[src/rtl/wb_svsg_scanner.sv]
// wb_svsg_scanner: Wishbone classic master that steps a BCD digit into a seven-segment slave,
// reads back the decoded pattern and flags mismatches and bus timeouts.
module wb_svsg_scanner #(
  parameter logic [31:0] TARGET_ADDR = 32'h3000_0000,
  parameter logic [15:0] PERIOD = 16'd1000,
  parameter logic [7:0] TIMEOUT = 8'd64
) (
  input logic clk,
  input logic reset,
  input logic enable,
  output logic wbm_cyc_o,
  output logic wbm_stb_o,
  output logic wbm_we_o,
  output logic [3:0] wbm_sel_o,
  output logic [31:0] wbm_adr_o,
  output logic [31:0] wbm_dat_o,
  input logic wbm_ack_i,
  input logic [31:0] wbm_dat_i,
  output logic [3:0] digit,
  output logic check_ok,
  output logic mismatch,
  output logic timeout_err,
  output logic [7:0] err_count
);
  typedef enum logic [2:0] {IDLE, WR, SETTLE, RD, CHECK, WAIT} state_t;
  localparam logic [79:0] SEG = 80'hF6_FE_E0_BE_B6_66_F2_DA_60_FC;
  state_t state, state_nx;
  logic [7:0] tcnt;
  logic [15:0] wcnt;
  logic settled;
  logic [31:0] rdata;
  logic busy, tmo, match, err;
  assign busy = state == WR || state == RD;
  // an ack on the final allowed cycle wins over the timeout
  assign tmo = busy && !wbm_ack_i && tcnt == TIMEOUT - 8'd1;
  assign match = rdata == {24'h0, SEG[{digit, 3'b000} +: 8]};
  assign err = (state == CHECK && !match) || tmo;
  assign wbm_cyc_o = busy;
  assign wbm_stb_o = busy;
  assign wbm_we_o = state == WR;
  assign wbm_sel_o = busy ? 4'b0001 : 4'b0000;
  assign wbm_adr_o = busy ? TARGET_ADDR : 32'h0;
  assign wbm_dat_o = wbm_we_o ? {28'h0, digit} : 32'h0;
  always_comb begin
    state_nx = state;
    case (state)
      IDLE: state_nx = enable ? WR : IDLE;
      WR: state_nx = wbm_ack_i ? SETTLE : tmo ? WAIT : WR;
      SETTLE: state_nx = settled ? RD : SETTLE;
      RD: state_nx = wbm_ack_i ? CHECK : tmo ? WAIT : RD;
      CHECK: state_nx = WAIT;
      WAIT: state_nx = wcnt != 16'd0 ? WAIT : enable ? WR : IDLE;
      default: state_nx = IDLE;
    endcase
  end
  always_ff @(posedge clk) begin
    if (reset) begin
      state <= IDLE;
      tcnt <= 8'd0;
      wcnt <= 16'd0;
      settled <= 1'b0;
      rdata <= 32'h0;
      digit <= 4'd0;
      check_ok <= 1'b0;
      mismatch <= 1'b0;
      timeout_err <= 1'b0;
      err_count <= 8'd0;
    end else begin
      state <= state_nx;
      tcnt <= state_nx != state ? 8'd0 : tcnt + 8'd1;
      wcnt <= state == WAIT ? wcnt - 16'd1 : PERIOD - 16'd1;
      settled <= state == SETTLE && !settled;
      if (state == RD && wbm_ack_i) rdata <= wbm_dat_i;
      check_ok <= state == CHECK && match;
      mismatch <= state == CHECK && !match;
      timeout_err <= tmo;
      // a failed write is retried with the same digit; a failed read moves on
      if (state == CHECK || (state == RD && tmo)) digit <= digit == 4'd9 ? 4'd0 : digit + 4'd1;
      if (err && err_count != 8'hFF) err_count <= err_count + 8'd1;
    end
  end
endmodule

[config.mk]
export PLATFORM = sky130hd
export DESIGN_NAME = wb_svsg_scanner
export DESIGN_NICKNAME = d
export VERILOG_FILES = /design/src/rtl/wb_svsg_scanner.sv
export SDC_FILE = /design/constraint.sdc
export NUM_CORES = 1
export LEC_CHECK = 0
export ABC_AREA = 0
export BUFFER_PORTS_ARGS = -buffer_cell sky130_fd_sc_hd__buf_2
export CORE_MARGIN = 2
export CORE_UTILIZATION = 50
export CTS_CLUSTER_DIAMETER = 80
export DETAILED_ROUTE_END_ITERATION = 10
export GPL_TIMING_DRIVEN = 0
export PLACE_DENSITY = 0.84
export SKIP_CTS_REPAIR_TIMING = 1
export SLEW_MARGIN = 25
export SYNTH_ARGS = -nofsm -noshare
export SYNTH_HDL_FRONTEND = slang
export SYNTH_SLANG_ARGS = --single-unit
[constraint.sdc]
create_clock -name clk -period 2.6 [get_ports clk]
set_input_delay 0.52 -clock clk [delete_from_list [all_inputs] [get_ports clk]]
set_output_delay 0.52 -clock clk [all_outputs]
set_load 0.005 [all_outputs]
Word level (Yosys, flattened, before mapping)

Index checks and enable logic that the tools add are counted.

Bits in registers: 75
Bits in latches: 0
Bits in writable memories: 0
Memory bits (read-only): 0
Input port bits: 36
Output and inout port bits: 86
Word-level logic and storage cells: 58
Memories kept: 0

Add/sub/neg operators: 4
Multiply operators: 0
Divide/modulo/power cells: 0
Magnitude comparators: 0
Eq/ne operators: 10
Shifts and indexed selects: 1
Multiplexer cells: 13
Bitwise operators: 1
Reductions and logical operators: 18

Operators by type and width:

| operator                | number |
|---|---|
| $shiftx 80x8->8 const A | 1 |
| $eq 32x8->1             | 1 |
| $mux 30                 | 1 |
| $pmux 3 s6              | 1 |
| $add 8x1->8 const B     | 2 |
| $reduce_bool 16->1      | 1 |
| $sub 16x1->16 const B   | 1 |
| $mux 3                  | 5 |
| $mux 10                 | 1 |
| $eq 8x6->1 const B      | 1 |
| $logic_and 1x1->1       | 8 |
| $mux 4                  | 2 |
| $ne 8x8->1 const B      | 1 |
| $eq 3x2->1 const B      | 2 |
| $eq 3x3->1 const B      | 2 |
| $add 4x1->4 const B     | 1 |
| $eq 4x4->1 const B      | 1 |
| $reduce_or 2->1         | 2 |
| $eq 3x1->1 const B      | 1 |
| $logic_not 1->1         | 3 |
| $logic_not 3->1         | 1 |
| $logic_or 1x1->1        | 3 |
| $mux 1                  | 3 |
| $ne 3x3->1              | 1 |
| $not 1->1               | 1 |

Depth between registers and ports, before layout

Gate-level depths: netlist of run 1.

Depth in word-level cells: 9
Depth in mapped cells: 9

Worst setup path before layout of run 1

Ideal clock, no wire load.

Kind: register -> register
From: register digit[1]
To: register err_count[0]
Setup time: 0.121 ns
Arrival time: 2.261 ns
Required time: 2.479 ns
Path slack: 0.218 ns
Stages on the path, launching flop included: 10
Clock period less this slack: 2.382 ns
Cell sequence: dfxtp_1 inv_1 ha_1 mux2_2 o22ai_1 xor2_1 a2111oi_2 nand3_1 and3_1 mux2_2

Cells in the longest elaborated chain, start to end: 6

Ends and longest elaborated chain:

| what                   | RTL line | RTL |
|---|---|---|
| from (decl)            | 19       | `output logic [3:0] digit,` |
| from (signal assigned) | 78       | `if (state == CHECK \|\| (state == RD && tmo)) digit <= digit == 4'd9 ? 4'd0 : digit + 4'd1;` |
| $shiftx 80x8->8        | 36       | `assign match = rdata == {24'h0, SEG[{digit, 3'b000} +: 8]};` |
| $eq 32x8->1            | 36       |  |
| $logic_not 1->1        | 37       | `assign err = (state == CHECK && !match) \|\| tmo;` |
| $logic_and 1x1->1      | 37       |  |
| $logic_or 1x1->1       | 37       |  |
| $logic_and 1x1->1      | 79       | `if (err && err_count != 8'hFF) err_count <= err_count + 8'd1;` |
| to (signal assigned)   | 79       |  |
| to (decl)              | 23       | `output logic [7:0] err_count` |

Every way passes these cells.
A chain may end at the register's enable or synchronous reset.

Final worst setup path of run 1

From: register digit[1]
To: register err_count[5]

The elaborated chain is that of the path after synthesis.

==> results_dict.tcl, run 1 <==
set metrics [dict create \
    status "complete, no violations" \
    power_density_mw_per_mm2 463.6 \
    die_w_um 92.59 \
    holdWs_ns 0.4048 \
    register_area_mm2 0.001504 \
    multi_input_area_mm2 0.002047 \
    utilization_pct 62.24 \
    detail-route-antenna-nets 0 \
    hp-class "input port to register" \
    initial_utilization_pct 51.31 \
    r2r-start "digit[1]" \
    hold_violations 0 \
    dp_slack_ns -0.1622 \
    yosysUniqueCellTypes 44 \
    dp_hpwl_um 6412 \
    rows 32 \
    antennaDiodeCount 0 \
    cp.arrival_ns 2.78 \
    syn_area_mm2 0.003924 \
    num_io_pins 122 \
    core_area_mm2 0.007647 \
    fin_setup_tns_ns 0 \
    fp.dieArea_mm2 0.008572 \
    setup_slack_ns 0.05636 \
    synth-async-reset-ratio_pct 0 \
    end_kind "register" \
    routedWlPerCell_um 11.38 \
    final_cell_mix "76 x nand2_1, 73 x dfxtp_1, 65 x buf_4" \
    cts_root_buf "clkbuf_8" \
    grt.overflow.total 0 \
    post_synth.cell_area_avg_um2 8.090 \
    worstPathCellList "inv_1 > ha_1 > mux2_2 > o22ai_1 > xor2_1 > a2111oi_4 > a31o_2 > a21oi_1 > mux2_2" \
    rsz0062_at_grt "yes" \
    vias_per_cell 4.810 \
    worstMarginPinSlew_ns 0.6154 \
    cts_sinks 75 \
    grt_max_degree 13 \
    drive_gt1_share_pct 25.53 \
    n_fill_cell 680 \
    cpPeakStageDelay_ns 0.42 \
    grt_first_pass_wirelength_um 13350 \
    cts_buffers 9 \
    area_growth_pct 21.30 \
    grt_pass1_vias 3158 \
    fmax_mhz 393.1 \
    finClkSkew_ns 0.008754 \
    io_buffers 59 \
    clock_latency_ns 0.35 \
    maxCapViolCount 0 \
    slew_violations 0 \
    layout_commonest_cell "nand2_1" \
    crit_start "digit[1]" \
    ir_worst_vdd_v 0.0003168 \
    synth_edf_count 0 \
    gp_congestion 0.8631 \
    clk_pin_slew_ns 0.08 \
    routed-via-count 3468 \
    drtPass1Iterations 4 \
    cts_tree "built" \
    syn-instance-count 485 \
    min_from "wbm_dat_i[28]" \
    yosys_register_bits 75 \
    fin_nets 660 \
    slowest_stage "dfxtp_2" \
    drcViolationCount 0 \
    clk_path_buf_depth 2 \
    initialDrtViolationCount 182 \
    die_y_um 92.59 \
    path_common_cell "mux2_2" \
    setup_viol 0 \
    path_class "register to register" \
    ys_warn_count 0 \
    slew_headroom_pct 58.59 \
    period_needed_ns 2.544 \
    track_usage_pct 19.16 \
    synth-main-ff-cell "dfxtp_1" \
    h-tree-depth 3 \
    cp-start-kind "register" \
    totalWireLength_um 8208 \
    ys_seq_area_share_pct 38.27 \
    crit_required_ns 2.84 \
    critical_path_peak_fanout 9 \
    fin_crit_sh_pct 97.83 \
    antenna_found_initial 0 \
    p_leak_uw 0.002127 \
]
per-stage QoR:
step	instance area, um^2	std cells	total power (uW)
floorplan	4149	545	1389
global placement	4572	706	1445
detailed placement	4572	706	1454
CTS	4740	721	2217
global route	4760	721	2301
finish	4760	721	2207
synthesized netlist by cell type (2+ instances only):
cell      instances  share of area [%]
nor3b_1           2               0.38
and2_1            3               0.48
nand4_1           4               0.64
mux2_2            6                1.7
clkbuf_1         19                1.8
nor2b_1          10                1.6
and3_1           10                1.6
o22ai_1           3               0.48
a31oi_1           6               0.96
o21ai_0           6               0.77
nand3_1          12                1.5
xnor2_1          13                2.9
or4_4             2               0.57
nor2_1           32                3.1
buf_2             2               0.26
nand2_1          76                7.3
a21oi_1          55                7.0
nand2b_1          7                1.1
inv_1            13                1.2
a311oi_1          3               0.67
a31o_2            2               0.45
nor3_1           12                1.5
dfxtp_1          75                 38
nor4_1            8                1.3
buf_4            65                 12
ha_1              9                2.9
xor2_1           10                2.2
or3_1             4               0.64
registers in the layout, indices dropped and copies added, names as in the netlist:
name and cells:
check_ok 1, digit 4, err_count 8, mismatch 1
rdata 32, settled 1, state 3, tcnt 8
timeout_err 1, wcnt 16
layer usage:
layer | vias to the layer above | GRT usage [%] | wire (um)
met3 | 18 | 4.312 | 439
met2 | 92 | 35.10 | 4171
met1 | 1586 | 21.07 | 3403
met5 | - | 0 | 0
li1 | 1772 | - | -
met4 | 0 | 8.333 | 193
final timing paths:
path                  endpoint  slack, ns  cells after the start
setup / recovery  err_count[5]       0.06                      9
hold / removal       rdata[28]       0.40                      3
setup reg to reg  err_count[5]       0.06                      9
hold reg to reg        settled       0.45                      1
final cells by class:
type                       instances  area share [%]
multi-input combinational        371           43.01
sequential                        75           31.60
buffer                            86           11.96
timing repair buffer              59           6.204
clock buffer                      10           2.892
tap                              102           2.681
inverter                          13           1.025
clock inverter                     5          0.6309
worst max-delay path, delay by kind of cell (launching register included):
family          cells  cell delay [ns]
mux                 2             0.59
xor+xnor            1             0.13
compound gates      4             0.94
flops               1             0.42
buf+inv             1             0.12
fa+ha+maj           1             0.24
kinds of logic (layout without fill, tap and decap cells):
group	count (synthesis)	count (layout)	share of synthesized area, %
other	1	61	0.09557
multiplexers	7	7	1.977
adder cells (fa/ha/maj)	9	9	2.870
XOR/XNOR	23	23	5.134
buffers and inverters	99	173	15.75
AND/OR/NAND/NOR	186	186	22.48
flip-flops	75	75	38.27
AO/OA/AOI/OAI	85	85	13.43
power breakdown:
group          switching (uW)  internal [uW]  leakage [uW]
logic                     126            127       0.00143
registers                14.6           1170      0.000609
clock network             411            361     0.0000839
Note: power is estimated with default switching activity, not from simulation.
==> run 2: changes to the inputs <==
- BUFFER_PORTS_ARGS: -buffer_cell sky130_fd_sc_hd__buf_2 -> not set
- DONT_BUFFER_PORTS: not set -> 1
- PLACE_DENSITY: 0.84 -> 0.71
==> run 2 against run 1 <==
Critical path depth did not move. Flip-flop and latch count is the same. Core utilization fell by 3.3 points. Global-route usage down 0.40 points. Via count down 7.9%. Fmax increased by 3.1%. Final area is 5.2% lower. Clock skew grew 0.00052 ns. Combinational power decreased by 14%. Sequential power about the same. Critical endpoint is now err_count[0]. Highest routed layer unchanged.
==> results_dict.tcl, run 2 (synthesized netlist as in run 1, its figures left out) <==
set metrics [dict create \
    die_y_um 92.59 \
    dp_hpwl_um 6053 \
    ir_worst_vdd_v 0.0005142 \
    rows 32 \
    fin_crit_sh_pct 94.88 \
    worst-path-buf-inv 1 \
    grt.overflow.total 0 \
    n_fill_cell 716 \
    fmax_mhz 405.4 \
    period_needed_ns 2.467 \
    vias_per_cell 4.819 \
    top_register "rdata" \
    finClkSkew_ns 0.009271 \
    grt_first_pass_wirelength_um 12720 \
    hp-class "input port to register" \
    drive_gt1_share_pct 17.65 \
    totalWireLength_um 7925 \
    initialDrtViolationCount 151 \
    routed-via-count 3195 \
    fp.dieArea_mm2 0.008572 \
    slowest_stage "a2111oi_4" \
    routedWlPerCell_um 11.95 \
    cts_buffers 9 \
    cp-start-kind "register" \
    clk_path_buf_depth 2 \
    cts_root_buf "clkbuf_8" \
    dp_slack_ns -0.1781 \
    die_w_um 92.59 \
    end_kind "register" \
    slew_headroom_pct 62.87 \
    hold_violations 0 \
    layout_commonest_cell "nand2_1" \
    io_buffers 0 \
    path_class "register to register" \
    detail-route-antenna-nets 0 \
    clock_latency_ns 0.35 \
    crit_required_ns 2.84 \
    worstMarginPinSlew_ns 0.5570 \
    area_growth_pct 14.96 \
    drcViolationCount 0 \
    critPathTopFamily "simple AND/OR/NAND/NOR gates" \
    initial_utilization_pct 51.31 \
    drtPass1Iterations 5 \
    status "complete, no violations" \
    setup_slack_ns 0.1332 \
    largest_register_ffs 32 \
    power_density_mw_per_mm2 507.9 \
    h-tree-depth 3 \
    slew_violations 0 \
    num_io_pins 122 \
    clk_pin_slew_ns 0.08 \
    antennaDiodeCount 0 \
    cts_sinks 75 \
    fin_nets 602 \
    antenna_found_initial 0 \
    setup_viol 0 \
    p_leak_uw 0.001876 \
    reg_top3 "rdata (32), wcnt (16)" \
    worstPathCellList "inv_1 > ha_1 > nand2b_1 > a21oi_1 > or3_1 > a2111oi_4 > nand3_1 > and3_1 > mux2_2" \
    gp_congestion 0.8263 \
    grt_max_degree 14 \
    critical_path_peak_fanout 7 \
    track_usage_pct 18.76 \
    cts_tree "built" \
    final_cell_mix "76 x nand2_1, 73 x dfxtp_1, 66 x buf_4" \
    cpPeakStageDelay_ns 0.43 \
    utilization_pct 58.98 \
    cp.arrival_ns 2.71 \
    maxCapViolCount 0 \
    grt_pass1_vias 2792 \
    core_area_mm2 0.007647 \
]
-- run 2: layout make-up --
type / instances / area, um^2 / share of cell area, %
plain buffers: 86 / 569.3 / 12.62
multi-input cells: 371 / 2051 / 45.46
inverters: 13 / 48.80 / 1.082
flip-flops and latches: 75 / 1506 / 33.40
clock inverters: 5 / 62.56 / 1.387
clock buffers: 10 / 137.6 / 3.051
well taps: 102 / 127.6 / 2.829
repair buffers: 1 / 7.507 / 0.1664
-- run 2: stage by stage --
stage	instance area [um^2]	hold slack (ns)	cells	total power [uW]	setup TNS (ns)
3_3_place_gp	4277	0.4179	647	1416	-0.5560
6_report	4511	0.2955	663	2291	0
3_5_place_dp	4277	0.4447	647	1420	-0.7668
2_1_floorplan	4149	0.3983	545	1389	0
4_1_cts	4477	0.2839	662	2306	-0.8410
5_1_grt	4511	0.2768	663	2387	-0.01679
-- run 2: worst paths after layout --
kind / from / end / slack [ns] / cells after the start
worst min-delay path: wbm_dat_i[21] / rdata[21] / 0.30 / 2
worst max register to register: digit[0] / err_count[0] / 0.13 / 9
worst min register to register: rdata[17] / rdata[17] / 0.46 / 2
worst max-delay path: digit[0] / err_count[0] / 0.13 / 9
-- run 2: routing by layer --
layer  routed length [um]  GRT usage (%)  vias up
met4                  214          8.831        0
met2                 3862          31.93       97
met5                    0              0        -
met1                 3343          21.47     1427
li1                     -              -     1654
met3                  504          5.696       17
-- run 2: report_power, final --
group,internal (uW),switching [uW]
clock network,469,426
logic,104,114
registers,1160,14.3
